<file path="src/rtl/dual_issue_ctrl_if.sv">
// Bundle of the fetch, decode-feedback and issue signals of dual_issue_ctrl.
// master: fetch/decode/backend side; slave: the issue controller.
interface dual_issue_ctrl_if;
    logic        fetch_valid;
    logic [31:0] fetch_instr1;
    logic [31:0] fetch_instr2;
    logic [31:0] fetch_pc;
    logic        fetch_ready;
    logic        flush;
    logic        stall;
    logic        pair_conflict;
    logic        halt1;
    logic [31:0] issue_instr1;
    logic [31:0] issue_instr2;
    logic [31:0] issue_pc1;
    logic [31:0] issue_pc2;
    logic        issue_valid1;
    logic        issue_valid2;
    logic        halted;
    logic [31:0] issued_cnt;
    logic [31:0] single_cnt;

    modport master (
        output fetch_valid, fetch_instr1, fetch_instr2, fetch_pc,
        output flush, stall, pair_conflict, halt1,
        input  fetch_ready,
        input  issue_instr1, issue_instr2, issue_pc1, issue_pc2,
        input  issue_valid1, issue_valid2, halted, issued_cnt, single_cnt
    );

    modport slave (
        input  fetch_valid, fetch_instr1, fetch_instr2, fetch_pc,
        input  flush, stall, pair_conflict, halt1,
        output fetch_ready,
        output issue_instr1, issue_instr2, issue_pc1, issue_pc2,
        output issue_valid1, issue_valid2, halted, issued_cnt, single_cnt
    );
endinterface

</file>
<file path="src/rtl/dual_issue_ctrl.sv">
// Dual-issue instruction issue controller: circular queue of fetched pairs,
// presents the two oldest entries and issues 0/1/2 per cycle.
//
// state      | meaning
// ST_RUN     | accepting fetch pairs and issuing
// ST_HALTED  | halt instruction has issued; queue and counters frozen until rst
module dual_issue_ctrl #(
    parameter int DEPTH = 4
) (
    input  logic             clk_i,
    input  logic             rst_i,
    dual_issue_ctrl_if.slave bus
);
    localparam int PW = $clog2(DEPTH);
    localparam logic [PW:0] DEPTH_C = (PW+1)'(DEPTH);
    localparam logic [PW:0] TWO_C   = (PW+1)'(2);

    typedef enum logic {ST_RUN, ST_HALTED} state_t;

    state_t        state_q, state_d;
    logic [31:0]   instr_q [DEPTH];
    logic [31:0]   pc_q    [DEPTH];
    logic [PW-1:0] head_q, head_d, tail_q, tail_d;
    logic [PW-1:0] head_p1, tail_p1;
    logic [PW:0]   count_q, count_d, free_w;
    logic [31:0]   issued_q, issued_d, single_q, single_d;
    logic          run_w, ready_w, push_w, valid1_w, valid2_w;
    logic [1:0]    pop_w;

    // Handshake and issue decisions; decode feedback feeds the valids directly.
    always_comb begin
        run_w    = (state_q == ST_RUN);
        free_w   = DEPTH_C - count_q;
        ready_w  = !rst_i && run_w && !bus.flush && (free_w >= TWO_C);
        push_w   = bus.fetch_valid && ready_w;
        valid1_w = !rst_i && run_w && !bus.flush && !bus.stall && (count_q != '0);
        valid2_w = valid1_w && (count_q >= TWO_C) && !bus.pair_conflict && !bus.halt1;
        pop_w    = {1'b0, valid1_w} + {1'b0, valid2_w};
        head_p1  = head_q + PW'(1);
        tail_p1  = tail_q + PW'(1);
    end

    // Next-state for the FSM, pointers and counters.
    always_comb begin
        state_d  = state_q;
        head_d   = head_q;
        tail_d   = tail_q;
        count_d  = count_q;
        issued_d = issued_q;
        single_d = single_q;
        if (bus.flush) begin
            head_d  = '0;
            tail_d  = '0;
            count_d = '0;
        end else begin
            head_d   = head_q + PW'(pop_w);
            tail_d   = push_w ? tail_q + PW'(2) : tail_q;
            count_d  = count_q + (push_w ? TWO_C : '0) - (PW+1)'(pop_w);
            issued_d = issued_q + 32'(pop_w);
            single_d = single_q + 32'(valid1_w && !valid2_w);
            if (valid1_w && bus.halt1) begin
                state_d = ST_HALTED;
            end
        end
    end

    // State register with synchronous reset.
    always_ff @(posedge clk_i) begin
        if (rst_i) begin
            state_q  <= ST_RUN;
            head_q   <= '0;
            tail_q   <= '0;
            count_q  <= '0;
            issued_q <= '0;
            single_q <= '0;
        end else begin
            state_q  <= state_d;
            head_q   <= head_d;
            tail_q   <= tail_d;
            count_q  <= count_d;
            issued_q <= issued_d;
            single_q <= single_d;
        end
    end

    // Queue storage: a pair occupies tail and tail+1.
    always_ff @(posedge clk_i) begin
        if (push_w) begin
            instr_q[tail_q]  <= bus.fetch_instr1;
            pc_q[tail_q]     <= bus.fetch_pc;
            instr_q[tail_p1] <= bus.fetch_instr2;
            pc_q[tail_p1]    <= bus.fetch_pc + 32'd4;
        end
    end

    assign bus.fetch_ready  = ready_w;
    assign bus.issue_valid1 = valid1_w;
    assign bus.issue_valid2 = valid2_w;
    assign bus.issue_instr1 = instr_q[head_q];
    assign bus.issue_pc1    = pc_q[head_q];
    assign bus.issue_instr2 = instr_q[head_p1];
    assign bus.issue_pc2    = pc_q[head_p1];
    assign bus.halted       = !rst_i && (state_q == ST_HALTED);
    assign bus.issued_cnt   = rst_i ? '0 : issued_q;
    assign bus.single_cnt   = rst_i ? '0 : single_q;
endmodule

</file>
<file path="src/flat_wrapper.sv">
// flat-port wrapper written by rule: the top's interface ports become plain ports
module dual_issue_ctrl_flat 
#(
    parameter int DEPTH = 4
)
  (clk_i, rst_i, bus_fetch_valid, bus_fetch_instr1, bus_fetch_instr2, bus_fetch_pc, bus_flush, bus_stall, bus_pair_conflict, bus_halt1, bus_fetch_ready, bus_issue_instr1, bus_issue_instr2, bus_issue_pc1, bus_issue_pc2, bus_issue_valid1, bus_issue_valid2, bus_halted, bus_issued_cnt, bus_single_cnt);
  dual_issue_ctrl_if bus_i ();
  input  logic clk_i;
  input  logic rst_i;
  input wire logic [$bits(bus_i.fetch_valid)-1:0] bus_fetch_valid;
  input wire logic [$bits(bus_i.fetch_instr1)-1:0] bus_fetch_instr1;
  input wire logic [$bits(bus_i.fetch_instr2)-1:0] bus_fetch_instr2;
  input wire logic [$bits(bus_i.fetch_pc)-1:0] bus_fetch_pc;
  input wire logic [$bits(bus_i.flush)-1:0] bus_flush;
  input wire logic [$bits(bus_i.stall)-1:0] bus_stall;
  input wire logic [$bits(bus_i.pair_conflict)-1:0] bus_pair_conflict;
  input wire logic [$bits(bus_i.halt1)-1:0] bus_halt1;
  output wire logic [$bits(bus_i.fetch_ready)-1:0] bus_fetch_ready;
  output wire logic [$bits(bus_i.issue_instr1)-1:0] bus_issue_instr1;
  output wire logic [$bits(bus_i.issue_instr2)-1:0] bus_issue_instr2;
  output wire logic [$bits(bus_i.issue_pc1)-1:0] bus_issue_pc1;
  output wire logic [$bits(bus_i.issue_pc2)-1:0] bus_issue_pc2;
  output wire logic [$bits(bus_i.issue_valid1)-1:0] bus_issue_valid1;
  output wire logic [$bits(bus_i.issue_valid2)-1:0] bus_issue_valid2;
  output wire logic [$bits(bus_i.halted)-1:0] bus_halted;
  output wire logic [$bits(bus_i.issued_cnt)-1:0] bus_issued_cnt;
  output wire logic [$bits(bus_i.single_cnt)-1:0] bus_single_cnt;
  assign bus_i.fetch_valid = bus_fetch_valid;
  assign bus_i.fetch_instr1 = bus_fetch_instr1;
  assign bus_i.fetch_instr2 = bus_fetch_instr2;
  assign bus_i.fetch_pc = bus_fetch_pc;
  assign bus_i.flush = bus_flush;
  assign bus_i.stall = bus_stall;
  assign bus_i.pair_conflict = bus_pair_conflict;
  assign bus_i.halt1 = bus_halt1;
  assign bus_fetch_ready = bus_i.fetch_ready;
  assign bus_issue_instr1 = bus_i.issue_instr1;
  assign bus_issue_instr2 = bus_i.issue_instr2;
  assign bus_issue_pc1 = bus_i.issue_pc1;
  assign bus_issue_pc2 = bus_i.issue_pc2;
  assign bus_issue_valid1 = bus_i.issue_valid1;
  assign bus_issue_valid2 = bus_i.issue_valid2;
  assign bus_halted = bus_i.halted;
  assign bus_issued_cnt = bus_i.issued_cnt;
  assign bus_single_cnt = bus_i.single_cnt;
  dual_issue_ctrl #(.DEPTH(DEPTH)) u_core (.clk_i(clk_i), .rst_i(rst_i), .bus(bus_i));
endmodule
</file>
<file path="config.mk">
export PLATFORM = sky130hd
export DESIGN_NAME = dual_issue_ctrl_flat
export DESIGN_NICKNAME = d
export VERILOG_FILES = /design/src/rtl/dual_issue_ctrl_if.sv /design/src/rtl/dual_issue_ctrl.sv /design/src/flat_wrapper.sv
export SDC_FILE = /design/constraint.sdc
export NUM_CORES = 1
export LEC_CHECK = 0
export ABC_CLOCK_PERIOD_IN_PS = 9200
export CORE_ASPECT_RATIO = 1.2
export CORE_MARGIN = 2
export CORE_UTILIZATION = 52
export DETAILED_ROUTE_END_ITERATION = 12
export HOLD_SLACK_MARGIN = 0.08
export PLACE_DENSITY = 0.81
export SLEW_MARGIN = 15
export SYNTH_ARGS = -nofsm -noshare
export SYNTH_HDL_FRONTEND = slang
export SYNTH_SLANG_ARGS = --single-unit
</file>
<file path="constraint.sdc">
create_clock -name clk_i -period 9.2 [get_ports clk_i]
set_input_delay 1.84 -clock clk_i [delete_from_list [all_inputs] [get_ports clk_i]]
set_output_delay 1.84 -clock clk_i [all_outputs]
set_load 0.02 [all_outputs]
</file>
==> results.txt <==
- No sink is reached through more buffers than the 3 on the longest clock path.
- Count of boundary I/O pins: approximately 300
- Count of nets left with antenna violations after detail routing: 0
* Post-CTS sizing: 0
- Largest fanout on the critical path: 13
- For the worst-skew pair, the clock arrives at the later sink with an insertion delay of around 0.50 ns.
* Synthesis Warnings: 0
- Input and output buffers added on the ports amount to about 300.
- The number of global-route vias before repair came to 9533.
- GRT overflow: 0
- Aggregate routed wire length: 33.5 mm
- DIE AREA: ~0.030 sq mm
* Total routing resource utilization after global routing: between 20 and 25%
- Estimated wirelength of the detail-placed design: about 23 mm
- In this run the vertical extent of the chip is ~190 um.
- In this run, post-CTS hold repair placed 0 buffers.
- The first detailed-routing pass took 5 iterations.
- Number of max-slew violations in the final report: 0
- The clock arrives with approximately 0.020 ns of skew.
* Period Utilization, post-route: a little over two thirds
- Synthesized Nets: 1059
- Distinct cell type count of the synthesized netlist: 40
- Final Non-Filler Cells: 1640
* Gate count after technology mapping: approximately 940
- Across the VDD grid, the largest voltage drop is about 0.1 mV.
- For this run, global-route usage on met3 was measured as 5.80%.
- First-pass GRT wire length: between 50 and 60 mm
* Aggregate negative setup slack: 0 ns
* Commonest cells post-synth: 252 x sky130_fd_sc_hd__edfxtp_1, 124 x sky130_fd_sc_hd__mux4_2, 94 x sky130_fd_sc_hd__nor2_1
* Initial core utilization: a little over half
- The min-delay analysis places its worst path in the category flip-flop to flip-flop.
- In the routed design, unresolved DRC markers number 0.
* Pin count of the biggest net entering global routing: slightly below 100
* Setup CP Type: primary input to output port
* Final-report hold violation count: 0
* Max_cap viols: 0
* Outcome: completed
- Among all flip-flop cells after synthesis, the most frequent one is sky130_fd_sc_hd__edfxtp_1.
- The first routing iteration left between 600 and 700 violations.
* Kind of capture point of the worst setup path: output port
- Clock tree sinks: 323
* Global-route met1 utilization: 28.2%
- Finish-stage setup viols: 0
- Cell taking the most area after synthesis: sky130_fd_sc_hd__edfxtp_1
* Overall via count from detail_route: 9331
- Net total in the final layout: 1353
- Number of buffers added for setup after CTS: 0
- Upper clock frequency limit: approximately 150 MHz
- Global routing consumed, on the met2 layer, a little under two fifths of the routing resources.
- Deepest level of the CTS H-tree: 2
* Part of the Yosys area used for sequential elements: approximately 60%
* Area of the placeable core: between 0.02 and 0.03 sq mm
- The number of clock buffers added by TritonCTS is 34.
- Fraction of final layout cells with drive strength greater than 1: 15.5%
- Row count: between 60 and 70
* Per-instance average area after synthesis: between 15 and 20 sq um
- After detailed routing, the average wire length per cell comes to between 20 and 25 um.
- Cell area after technology mapping: around 0.015 sq mm
- Total of flip-flops plus latches after synthesis: 323
- In the post-synthesis netlist, the cell with the most instances is sky130_fd_sc_hd__edfxtp_1.
- TritonCTS clock tree: built
- Dividing the detail-routed via count by the number of cells gives around 5.7.
- For this design the static power due to leakage is slightly above 0.006 uW.
- Compared with the post-synthesis result, the final layout area differs by 30.3%.
* Placed insts: roughly 1600
- Routability-driven placement finished with a final weighted congestion of roughly 0.82.
* Util after Layout: roughly 69%
- Clock Root Buffer: sky130_fd_sc_hd__clkbuf_16
* Power per cell area: 164 mW/mm^2
* FFs w/ async S/R, synth: 0%
- Critical Path Start Type: primary input
- Headroom to the max-slew limit came out at a little under a third.
* Initial antenna violation count: 4
* Horiz. Die Dim: about 160 um
- Post-synth EDFFs: between 200 and 300
* Min Tclk post-route: 6.46 ns
- Most crowded layer after global routing: met2
- After synthesis, the largest area contributor takes up approximately half of total cell area.
* Clock transition at path regs: 0.07 ns
* Worst slew pin tran: around 1.0 ns
- Required time of the critical path: about 7.4 ns
* Filler cells: roughly 1900
* RSZ-0062 raised after global routing: no
* Ranking of synthesized cells by area: sky130_fd_sc_hd__edfxtp_1 51%, sky130_fd_sc_hd__mux4_2 19%, sky130_fd_sc_hd__dfxtp_1 9.6%, sky130_fd_sc_hd__xor2_1 2.8%, sky130_fd_sc_hd__nor2b_1 2.6%
- Worst endpoint data arrival time: 4.62 ns
flip-flops by register name (all words and copies together), names as in the netlist:
name	flops
u_core.state_q	1
u_core.issued_q	32
u_core.single_q	32
u_core.head_q	2
u_core.count_q	3
u_core.pc_q	124
u_core.instr_q	128
u_core.tail_q	1
path summary, 6_finish.rpt:
check / to / from / cells after the start / slack (ns)
worst max register to register: u_core.issued_q[28]$_SDFFE_PP0N_ / u_core.count_q[1]$_SDFF_PP0_ / 15 / 4.75
worst max-delay path: bus_issue_valid2 / bus_flush / 6 / 2.74
worst min register to register: u_core.issued_q[31]$_SDFFE_PP0N_ / u_core.issued_q[31]$_SDFFE_PP0N_ / 2 / 0.49
worst min-delay path: u_core.issued_q[31]$_SDFFE_PP0N_ / u_core.issued_q[31]$_SDFFE_PP0N_ / 2 / 0.49
layout make-up:
cell class                 count  area (sq um)  area share, %
tap                          379           474           2.46
antenna                        3          7.51         0.0389
inverter                      19          71.3          0.370
clock buffer                  48          1030           5.35
sequential                   323          9000           46.7
timing repair buffer         305          3050           15.8
clock inverter                11          87.6          0.454
multi-input combinational    552          5570           28.9
power breakdown:
| group | total (uW) | internal [uW] | switching, uW |
|---|---|---|---|
| clock | 1350 | 813 | 541 |
| combinational | 202 | 104 | 97.5 |
| sequential | 1610 | 1600 | 11.8 |
| total | 3170 | 2520 | 651 |
placed cells by master, fill, tap and decap left out, types with 4 or more instances in the layout:
| master | count |
|---|---|
| sky130_fd_sc_hd__clkbuf_16 | 40 |
| sky130_fd_sc_hd__inv_1 | 19 |
| sky130_fd_sc_hd__clkbuf_1 | 8 |
| sky130_fd_sc_hd__mux4_2 | 124 |
| sky130_fd_sc_hd__nand4b_1 | 4 |
| sky130_fd_sc_hd__or3_1 | 4 |
| sky130_fd_sc_hd__clkinv_1 | 4 |
| sky130_fd_sc_hd__nand3_1 | 29 |
| sky130_fd_sc_hd__buf_4 | 7 |
| sky130_fd_sc_hd__edfxtp_1 | 252 |
| sky130_fd_sc_hd__or2_2 | 4 |
| sky130_fd_sc_hd__nand4_1 | 29 |
| sky130_fd_sc_hd__or4_1 | 6 |
| sky130_fd_sc_hd__o21ai_0 | 5 |
| sky130_fd_sc_hd__nor2b_1 | 62 |
| sky130_fd_sc_hd__nor2_1 | 93 |
| sky130_fd_sc_hd__a21oi_1 | 7 |
| sky130_fd_sc_hd__nor4_1 | 5 |
| sky130_fd_sc_hd__nor3_1 | 5 |
| sky130_fd_sc_hd__nand2_1 | 31 |
| sky130_fd_sc_hd__xor2_1 | 47 |
| sky130_fd_sc_hd__and3_1 | 10 |
| sky130_fd_sc_hd__mux2_2 | 4 |
| sky130_fd_sc_hd__and4_1 | 9 |
| sky130_fd_sc_hd__ha_1 | 13 |
| sky130_fd_sc_hd__xnor2_1 | 40 |
| sky130_fd_sc_hd__clkdlybuf4s50_1 | 297 |
| sky130_fd_sc_hd__dfxtp_1 | 69 |
critical path, stage by stage:
cell	delay, ns
sky130_fd_sc_hd__clkdlybuf4s50_1	0.63
sky130_fd_sc_hd__or2_2	0.47
sky130_fd_sc_hd__or4_1	0.43
sky130_fd_sc_hd__or4_1	0.52
sky130_fd_sc_hd__inv_1	0.10
sky130_fd_sc_hd__clkdlybuf4s50_1	0.63
per-stage QoR:
| stage | total power, uW | hold slack, ns | instance area, sq um | setup slack [ns] |
|---|---|---|---|---|
| floorplan | 1730 | 0.447 | 14800 | 0.146 |
| global placement | 1840 | 0.462 | 18200 | 2.80 |
| detailed placement | 1840 | 0.474 | 18200 | 2.74 |
| CTS | 3190 | 0.487 | 19300 | 2.75 |
| global route | 3270 | 0.541 | 19300 | 2.62 |
| finish | 3170 | 0.494 | 19300 | 2.74 |
cells by family after synthesis:
kind of cell	count (synthesis)	share of synthesized area, %
AOI/OAI and AO/OA	15	0.558
muxes	132	19.5
and+or+nand+nor	303	11.0
adders and majority gates	15	1.37
DFF	323	60.8
buffers and inverters	66	1.69
xor gates and xnor gates	87	5.15
metal layers:
metal | vias to the layer above | routed length [um] | part of all wire [%]
li1 | 4239 | - | -
met1 | 4677 | 13000 | 39
met2 | 349 | 16900 | 51
met3 | 64 | 2540 | 7.6
met4 | 2 | 1070 | 3.2
met5 | - | 12 | 0.036
Power figures use the tool's default switching activity.
